[config.mk]
export PLATFORM = sky130hd
export DESIGN_NAME = i2c_scl_gen
export DESIGN_NICKNAME = d
export VERILOG_FILES = /design/src/rtl/i2c_pkg.sv /design/src/rtl/i2c_sync2.sv /design/src/rtl/i2c_scl_gen.sv
export SDC_FILE = /design/constraint.sdc
export NUM_CORES = 1
export LEC_CHECK = 0
export ABC_AREA = 0
export CAP_MARGIN = 20
export CORE_ASPECT_RATIO = 1.25
export CORE_MARGIN = 2
export CORE_UTILIZATION = 45
export DETAILED_ROUTE_END_ITERATION = 10
export GPL_TIMING_DRIVEN = 1
export HOLD_SLACK_MARGIN = 0.12
export PLACE_DENSITY = 0.61
export SYNTH_ARGS = -nofsm -noshare
export SYNTH_HDL_FRONTEND = slang
export SYNTH_SLANG_ARGS = --single-unit
export TNS_END_PERCENT = 20
[constraint.sdc]
create_clock -name clk -period 6.75 [get_ports clk]
set_input_delay 1.35 -clock clk [delete_from_list [all_inputs] [get_ports clk]]
set_output_delay 1.35 -clock clk [all_outputs]
set_load 0.005 [all_outputs]
[src/rtl/i2c_pkg.sv]
// i2c_pkg
// Shared types and constants for the I2C clock generator and its helpers.
//   sclState_e    : controller state (IDLE, RUN, STRETCH)
//   PH_*          : the four quarter-periods of one SCL period
//   STRETCH_GUARD : first counter value in phase 2 at which a low SCL counts as a stretch
//   phaseDrivesLow / phaseDataClk : per-phase pad and data-clock decode
package i2c_pkg;

   typedef enum logic [1:0] {
      IDLE    = 2'd0,
      RUN     = 2'd1,
      STRETCH = 2'd2
   } sclState_e;

   localparam logic [1:0] PH_LOW0  = 2'd0;
   localparam logic [1:0] PH_LOW1  = 2'd1;
   localparam logic [1:0] PH_HIGH0 = 2'd2;
   localparam logic [1:0] PH_HIGH1 = 2'd3;

   // The synchroniser adds two cycles and the bus needs at least one more to rise,
   // so a low reading earlier than this in phase 2 is still our own low phase.
   localparam int STRETCH_GUARD = 3;

   // SCL is pulled low for the whole first half of the period.
   function automatic logic phaseDrivesLow(input logic [1:0] ph);
      return (ph == PH_LOW0) || (ph == PH_LOW1);
   endfunction

   // The data clock leads SCL by one quarter, so it is high in phases 1 and 2.
   function automatic logic phaseDataClk(input logic [1:0] ph);
      return (ph == PH_LOW1) || (ph == PH_HIGH0);
   endfunction

endpackage

[src/rtl/i2c_sync2.sv]
// i2c_sync2
// Two-flop synchroniser for an open-drain I2C line. Both flops reset to 1 because
// an idle, released bus reads high. Usable for SCL or SDA.
//   clk     : system clock
//   rst     : asynchronous active-high reset
//   async_i : raw pad input
//   sync_o  : synchronised copy, two cycles late
module i2c_sync2 (
   input  logic clk,
   input  logic rst,
   input  logic async_i,
   output logic sync_o
);

   logic meta_q;
   logic sync_q;

   // Plain two-stage shift; the first stage may go metastable, the second is used.
   always_ff @(posedge clk or posedge rst) begin
      if (rst) begin
         meta_q <= 1'b1;
         sync_q <= 1'b1;
      end else begin
         meta_q <= async_i;
         sync_q <= meta_q;
      end
   end

   assign sync_o = sync_q;

endmodule

[src/rtl/i2c_scl_gen.sv]
// i2c_scl_gen
// Generates the I2C SCL waveform and a data clock one quarter ahead of it, with
// a runtime quarter-period, slave clock-stretch detection, a stretch timeout and
// a graceful stop at the end of the current period.
//   clk, rst     : clock and asynchronous active-high reset
//   ena          : run request (level)
//   div_q        : quarter-period in clk cycles, latched when a run starts
//   stretch_en   : honour slave clock stretching
//   scl_in       : raw SCL pad input
//   scl_oe       : 1 pulls SCL low, 0 releases it
//   data_clk     : data-phase clock (high in phases 1 and 2)
//   phase        : current quarter 0..3
//   switch_range : high during phase 2 (SCL high window)
//   tick_rise    : pulse on entry to phase 2
//   tick_fall    : pulse on the phase 3 to phase 0 wrap
//   stretching   : high while a slave holds SCL low
//   timeout      : sticky stretch-timeout flag
//   busy         : controller not idle
module i2c_scl_gen
   import i2c_pkg::*;
#(
   parameter int DIV_W     = 16,
   parameter int TO_W      = 20,
   parameter int TO_CYCLES = 500000,
   parameter int MIN_DIV   = 4
) (
   input  logic             clk,
   input  logic             rst,
   input  logic             ena,
   input  logic [DIV_W-1:0] div_q,
   input  logic             stretch_en,
   input  logic             scl_in,
   output logic             scl_oe,
   output logic             data_clk,
   output logic [1:0]       phase,
   output logic             switch_range,
   output logic             tick_rise,
   output logic             tick_fall,
   output logic             stretching,
   output logic             timeout,
   output logic             busy
);

   localparam logic [DIV_W-1:0] MIN_DIV_V = DIV_W'(MIN_DIV);
   localparam logic [DIV_W-1:0] GUARD_V   = DIV_W'(STRETCH_GUARD);
   localparam logic [DIV_W-1:0] DIV_ONE   = DIV_W'(1);
   localparam logic [TO_W-1:0]  TO_LAST   = TO_W'(TO_CYCLES - 1);
   localparam logic [TO_W-1:0]  TO_ONE    = TO_W'(1);

   sclState_e        state_q, state_d;
   logic [DIV_W-1:0] cnt_q, cnt_d;
   logic [DIV_W-1:0] divLatch_q, divLatch_d;
   logic [1:0]       phase_q, phase_d;
   logic [TO_W-1:0]  toCnt_q, toCnt_d;
   logic             timeout_q, timeout_d;

   logic sclOe_q, sclOe_d;
   logic dataClk_q, dataClk_d;
   logic switchRange_q, switchRange_d;
   logic tickRise_q, tickRise_d;
   logic tickFall_q, tickFall_d;
   logic stretching_q, stretching_d;
   logic busy_q, busy_d;

   logic sclSync;
   logic stretchArmed;
   logic [DIV_W-1:0] divClamped;

   i2c_sync2 u_sclSync (
      .clk     (clk),
      .rst     (rst),
      .async_i (scl_in),
      .sync_o  (sclSync)
   );

   // Too-short quarter-periods would let the stretch check fire on our own low phase.
   assign divClamped = (div_q < MIN_DIV_V) ? MIN_DIV_V : div_q;

   // Stretch detection only looks at the SCL high window, after the guard.
   assign stretchArmed = (phase_q == PH_HIGH0) && (cnt_q >= GUARD_V) && stretch_en;

   // State register, counters and the registered copies of every output.
   always_ff @(posedge clk or posedge rst) begin
      if (rst) begin
         state_q       <= IDLE;
         cnt_q         <= '0;
         divLatch_q    <= MIN_DIV_V;
         phase_q       <= PH_LOW0;
         toCnt_q       <= '0;
         timeout_q     <= 1'b0;
         sclOe_q       <= 1'b0;
         dataClk_q     <= 1'b0;
         switchRange_q <= 1'b0;
         tickRise_q    <= 1'b0;
         tickFall_q    <= 1'b0;
         stretching_q  <= 1'b0;
         busy_q        <= 1'b0;
      end else begin
         state_q       <= state_d;
         cnt_q         <= cnt_d;
         divLatch_q    <= divLatch_d;
         phase_q       <= phase_d;
         toCnt_q       <= toCnt_d;
         timeout_q     <= timeout_d;
         sclOe_q       <= sclOe_d;
         dataClk_q     <= dataClk_d;
         switchRange_q <= switchRange_d;
         tickRise_q    <= tickRise_d;
         tickFall_q    <= tickFall_d;
         stretching_q  <= stretching_d;
         busy_q        <= busy_d;
      end
   end

   // Next-state logic. A stretch freezes the counter and phase in place so the
   // period resumes exactly where it stopped once the slave lets go. Dropping
   // ena only takes effect at the end of phase 3, so a period is never cut short.
   always_comb begin
      state_d    = state_q;
      cnt_d      = cnt_q;
      divLatch_d = divLatch_q;
      phase_d    = phase_q;
      toCnt_d    = toCnt_q;
      timeout_d  = timeout_q;

      case (state_q)
         IDLE: begin
            cnt_d   = '0;
            phase_d = PH_LOW0;
            toCnt_d = '0;
            if (ena && !timeout_q) begin
               state_d    = RUN;
               divLatch_d = divClamped;
            end else if (!ena) begin
               timeout_d = 1'b0;
            end
         end

         RUN: begin
            if (stretchArmed && !sclSync) begin
               state_d = STRETCH;
               toCnt_d = '0;
            end else if (cnt_q == divLatch_q - DIV_ONE) begin
               cnt_d = '0;
               if (phase_q == PH_HIGH1) begin
                  phase_d = PH_LOW0;
                  if (!ena) begin
                     state_d = IDLE;
                  end
               end else begin
                  phase_d = phase_q + 2'd1;
               end
            end else begin
               cnt_d = cnt_q + DIV_ONE;
            end
         end

         STRETCH: begin
            if (sclSync) begin
               state_d = RUN;
            end else if (toCnt_q == TO_LAST) begin
               timeout_d = 1'b1;
               state_d   = IDLE;
               cnt_d     = '0;
               phase_d   = PH_LOW0;
            end else begin
               toCnt_d = toCnt_q + TO_ONE;
            end
         end

         default: begin
            state_d = IDLE;
            cnt_d   = '0;
            phase_d = PH_LOW0;
         end
      endcase
   end

   // Output decode from the next state, so the registered outputs line up with
   // the state registers in the same cycle. Ticks compare old and new phase so
   // a return from STRETCH (phase already 2) does not fire tick_rise again.
   always_comb begin
      busy_d        = (state_d != IDLE);
      sclOe_d       = busy_d && phaseDrivesLow(phase_d);
      dataClk_d     = busy_d && phaseDataClk(phase_d);
      switchRange_d = busy_d && (phase_d == PH_HIGH0);
      tickRise_d    = (state_d == RUN) && (phase_d == PH_HIGH0) && (phase_q != PH_HIGH0);
      tickFall_d    = (state_q == RUN) && (state_d == RUN) &&
                      (phase_q == PH_HIGH1) && (phase_d == PH_LOW0);
      stretching_d  = (state_d == STRETCH);
   end

   assign scl_oe       = sclOe_q;
   assign data_clk     = dataClk_q;
   assign phase        = phase_q;
   assign switch_range = switchRange_q;
   assign tick_rise    = tickRise_q;
   assign tick_fall    = tickFall_q;
   assign stretching   = stretching_q;
   assign timeout      = timeout_q;
   assign busy         = busy_q;

endmodule

==> flow_metrics.py <==
metrics = {
    "min_path": {
        "hold_path.class": "flop to flop",
        "whs_path_depth": 0,
        "hold_end": "u_sclSync.sync_o",
        "min_from": "u_sclSync.meta_q",
    },
    "yosys": {
        "yosysUniqueCellTypes": 55,
        "synth_ff_type": "dfrtp_1",
        "synth_xor_area_share_pct": 9.809,
        "synth-simple-area-share_pct": 29.75,
        "syn-num-nets": 475,
        "synth_compound_area_share_pct": 11.53,
        "syn_area_mm2": 0.003929,
        "syn_inst": 442,
        "synth_mux_area_share_pct": 0,
        "synth_seq_cells": 66,
        "yosysWarnings": 0,
        "synth_edf_count": 0,
        "ys_seq_area_share_pct": 42.13,
        "synth-async-reset-ratio_pct": 100.0,
        "synthAdderAreaFrac_pct": 3.822,
        "syn_area_per_cell_um2": 8.889,
        "synth_top_family_by_area": "simple AND/OR/NAND/NOR gates",
    },
    "flow_run": {
        "maxCapViolCount": 0,
    },
    "detailed_routing": {
        "routedWlPerCell_um": 15.57,
        "drc": 0,
        "dr.pass1.iters": 4,
        "dr_total_vias": 3265,
        "totalWireLength_mm": 9.310,
        "vias_per_cell": 5.460,
        "ant_nets": 0,
        "first_iter_violations": 139,
    },
    "worst_setup_path": {
        "r2r_end": "tick_fall",
        "cp_slowest_cell": "o31ai_1",
        "start_kind": "flop",
        "cp.depth": 12,
        "cp.arrival_ns": 4.07,
        "slowest_delay_ns": 0.69,
        "end_kind": "flop",
        "r2r_cells": 12,
        "crit_family": "simple AND/OR/NAND/NOR gates",
        "required_ns": 7.02,
        "path_buf_inv": 0,
        "crit_fanout": 10,
        "path_cells": "ha_1 > and4_1 > nand3_1 > o31ai_1 > nand2_1 > nor3b_1 > a31oi_1 > o21ai_0 > ha_1 > nand3_1 > or4_4 > a211oi_2",
        "crit-reg2reg-launch": "toCnt_q[0]",
        "worst-setup-path-type": "flop to flop",
        "r2r_setup_slack_ns": 2.96,
    },
    "floorplanning": {
        "dieArea_mm2": 0.009499,
        "rows": 38,
        "die_h_um": 108.5,
        "fp.dieW_um": 87.58,
        "ios": 31,
        "initial_core_util_pct": 45.65,
        "core_mm2": 0.008606,
    },
    "timing": {
        "rsz0062_at_grt": "no",
        "slew_viol_final": 0,
        "fmaxAchievable_mhz": 263.6,
        "worst_clock_skew_ns": 0.009690,
        "post-route-min-period_ns": 3.794,
        "tightest_slew_ns": 0.8946,
        "hold_viol": 0,
        "fin_crit_sh_pct": 56.21,
        "setup_tns_ns": 0,
        "finalSetupViolCount": 0,
        "max_slew_margin_pct": 38.82,
    },
    "pwr": {
        "p_int_mw": 0.5503,
        "power.net_switching_mw": 0.1795,
        "p_sw_share_pct": 24.59,
        "peakVddDrop_mv": 0.09006,
        "power_frac_seq_pct": 54.4,
        "p_leak_nw": 1.984,
        "p_comb_share_pct": 3.0,
        "clockPowerShare_pct": 42.6,
        "power_density_mw_per_mm2": 161.3,
    },
    "cts": {
        "clock-sinks": 66,
        "cts_buffers": 9,
        "clkTransAtPathRegs_ns": 0.08,
        "cts_buffer_depth": 2,
        "post_cts_resized": 0,
        "cts_setup_buffers": 0,
        "root_buffer": "clkbuf_8",
        "insertion_delay_ns": 0.36,
        "cts_tree": "yes",
        "htreeDepth": 3,
        "ctsHoldBuffers": 0,
    },
    "global_route": {
        "antenna_found_initial": 0,
        "grt_max_degree": 67,
        "grtUsageTotal_pct": 21.56,
        "grt_pass1_wl_mm": 16.02,
        "overflow": 0,
        "grt_pass1_vias": 3273,
    },
    "layout": {
        "layout_commonest_cell": "nand2_1",
        "area.sequential_mm2": 0.001655,
        "syn2layout_area_growth_pct": 15.19,
        "antenna_cells": 0,
        "final_cell_mix": "nand2_1 (69), dfrtp_1 (63), nor2_1 (46), clkdlybuf4s50_1 (30), xnor2_1 (26)",
        "final_core_util_pct": 52.59,
        "fillers": 834,
        "multi_input_area_mm2": 0.002157,
        "fin_nets": 506,
        "layout-drive-gt1-share_pct": 7.741,
    },
    "place": {
        "port-buffer-count": 30,
        "dpl.hpwl_mm": 6.676,
        "gp_congestion": 0.8250,
    },
    "status": {
        "status": "finished, final reports clean",
    },
}
-- power groups by stage --
stage	logic, mW	registers (mW)	clock network (mW)
2_1_floorplan	0.00649	0.404	0
3_3_place_gp	0.0227	0.405	0
3_5_place_dp	0.0228	0.405	0
4_1_cts	0.0230	0.397	0.318
5_1_grt	0.0248	0.397	0.339
6_report	0.0222	0.397	0.311
-- registers in the layout, indices dropped and copies added, names as in the netlist --
register / cells
busy: 1
cnt_q: 16
data_clk: 1
divLatch_q: 16
phase: 2
scl_oe: 1
state_q: 2
stretching: 1
switch_range: 1
tick_fall: 1
tick_rise: 1
timeout: 1
toCnt_q: 20
u_sclSync.meta_q: 1
u_sclSync.sync_o: 1
-- worst max path at each step --
| stage | start | to | slack [ns] |
|---|---|---|---|
| finish | toCnt_q[0] | tick_fall | 2.96 |
| detailed placement | stretch_en | tick_fall | 2.69 |
| global placement | stretch_en | tick_fall | 2.75 |
| global route | toCnt_q[0] | tick_fall | 2.47 |
| CTS | toCnt_q[0] | tick_fall | 2.93 |
| floorplan | stretch_en | tick_fall | 3.38 |
-- kinds of logic after synthesis --
logic type / after synthesis
XOR/XNOR: 44
flip-flops: 66
buffers and inverters: 29
AND/OR/NAND/NOR: 222
adder cells (fa/ha/maj): 12
AO/OA/AOI/OAI: 69
-- synthesized netlist by cell type, types with 2 or more instances --
library cell	number	area share (%)
nand4_1	11	1.8
nor3b_1	3	0.57
nor4b_1	5	1.1
a21oi_1	16	2.0
ha_1	12	3.8
a31oi_1	5	0.80
o21a_1	4	0.76
nor2b_1	8	1.3
a21boi_0	2	0.38
o31ai_1	3	0.57
xor2_1	18	4.0
nand4b_1	3	0.67
and4_1	3	0.67
nand2_1	69	6.6
or3_1	6	0.96
or4_4	2	0.57
and3_1	4	0.64
nor2_1	46	4.4
nand2b_1	3	0.48
inv_1	16	1.5
xnor2_1	26	5.8
nor3_1	13	1.7
dfrtp_1	63	40
dfstp_2	3	2.0
nor4_1	10	1.6
o211ai_1	2	0.38
nand3_1	21	2.7
clkbuf_1	12	1.1
a2111oi_0	2	0.45
and2_1	3	0.48
and3b_1	3	0.67
a32o_1	2	0.51
o21ai_0	21	2.7
-- worst register-to-register path, cell delays in order (launching register included) --
cell      delay, ns
dfrtp_1        0.38
ha_1           0.22
and4_1         0.26
nand3_1        0.16
o31ai_1        0.69
nand2_1        0.39
nor3b_1        0.28
a31oi_1        0.13
o21ai_0        0.27
ha_1           0.22
nand3_1        0.10
or4_4          0.43
a211oi_2       0.17
-- routing by layer --
| layer | wire length (um) | global-route usage [%] |
|---|---|---|
| met2 | 4716 | 36.47 |
| met4 | 170 | 8.022 |
| met3 | 308 | 3.969 |
| met1 | 4114 | 27.19 |
| met5 | 0 | 0 |
-- final cells by class --
type,count,area share (%)
Multi-Input combinational cell,347,47.66
Tap cell,120,3.318
Timing Repair Buffer,33,7.133
Inverter,16,1.327
Sequential cell,66,36.58
Clock buffer,10,3.041
Clock inverter,6,0.9400
-- per-stage QoR --
stage / cells / hold slack [ns] / instance area (um^2) / worst slack (ns) / power, mW
after global placement: 580 / 0.3693 / 4330 / 2.755 / 0.4272
after floorplan: 442 / 0.3452 / 3929 / 3.380 / 0.4107
final: 598 / 0.3647 / 4526 / 2.956 / 0.7298
after CTS: 597 / 0.3688 / 4518 / 2.935 / 0.7377
after detailed placement: 581 / 0.3672 / 4338 / 2.687 / 0.4273
after global routing: 598 / 0.3759 / 4526 / 2.471 / 0.7605
(Power assumes the default switching activity.)
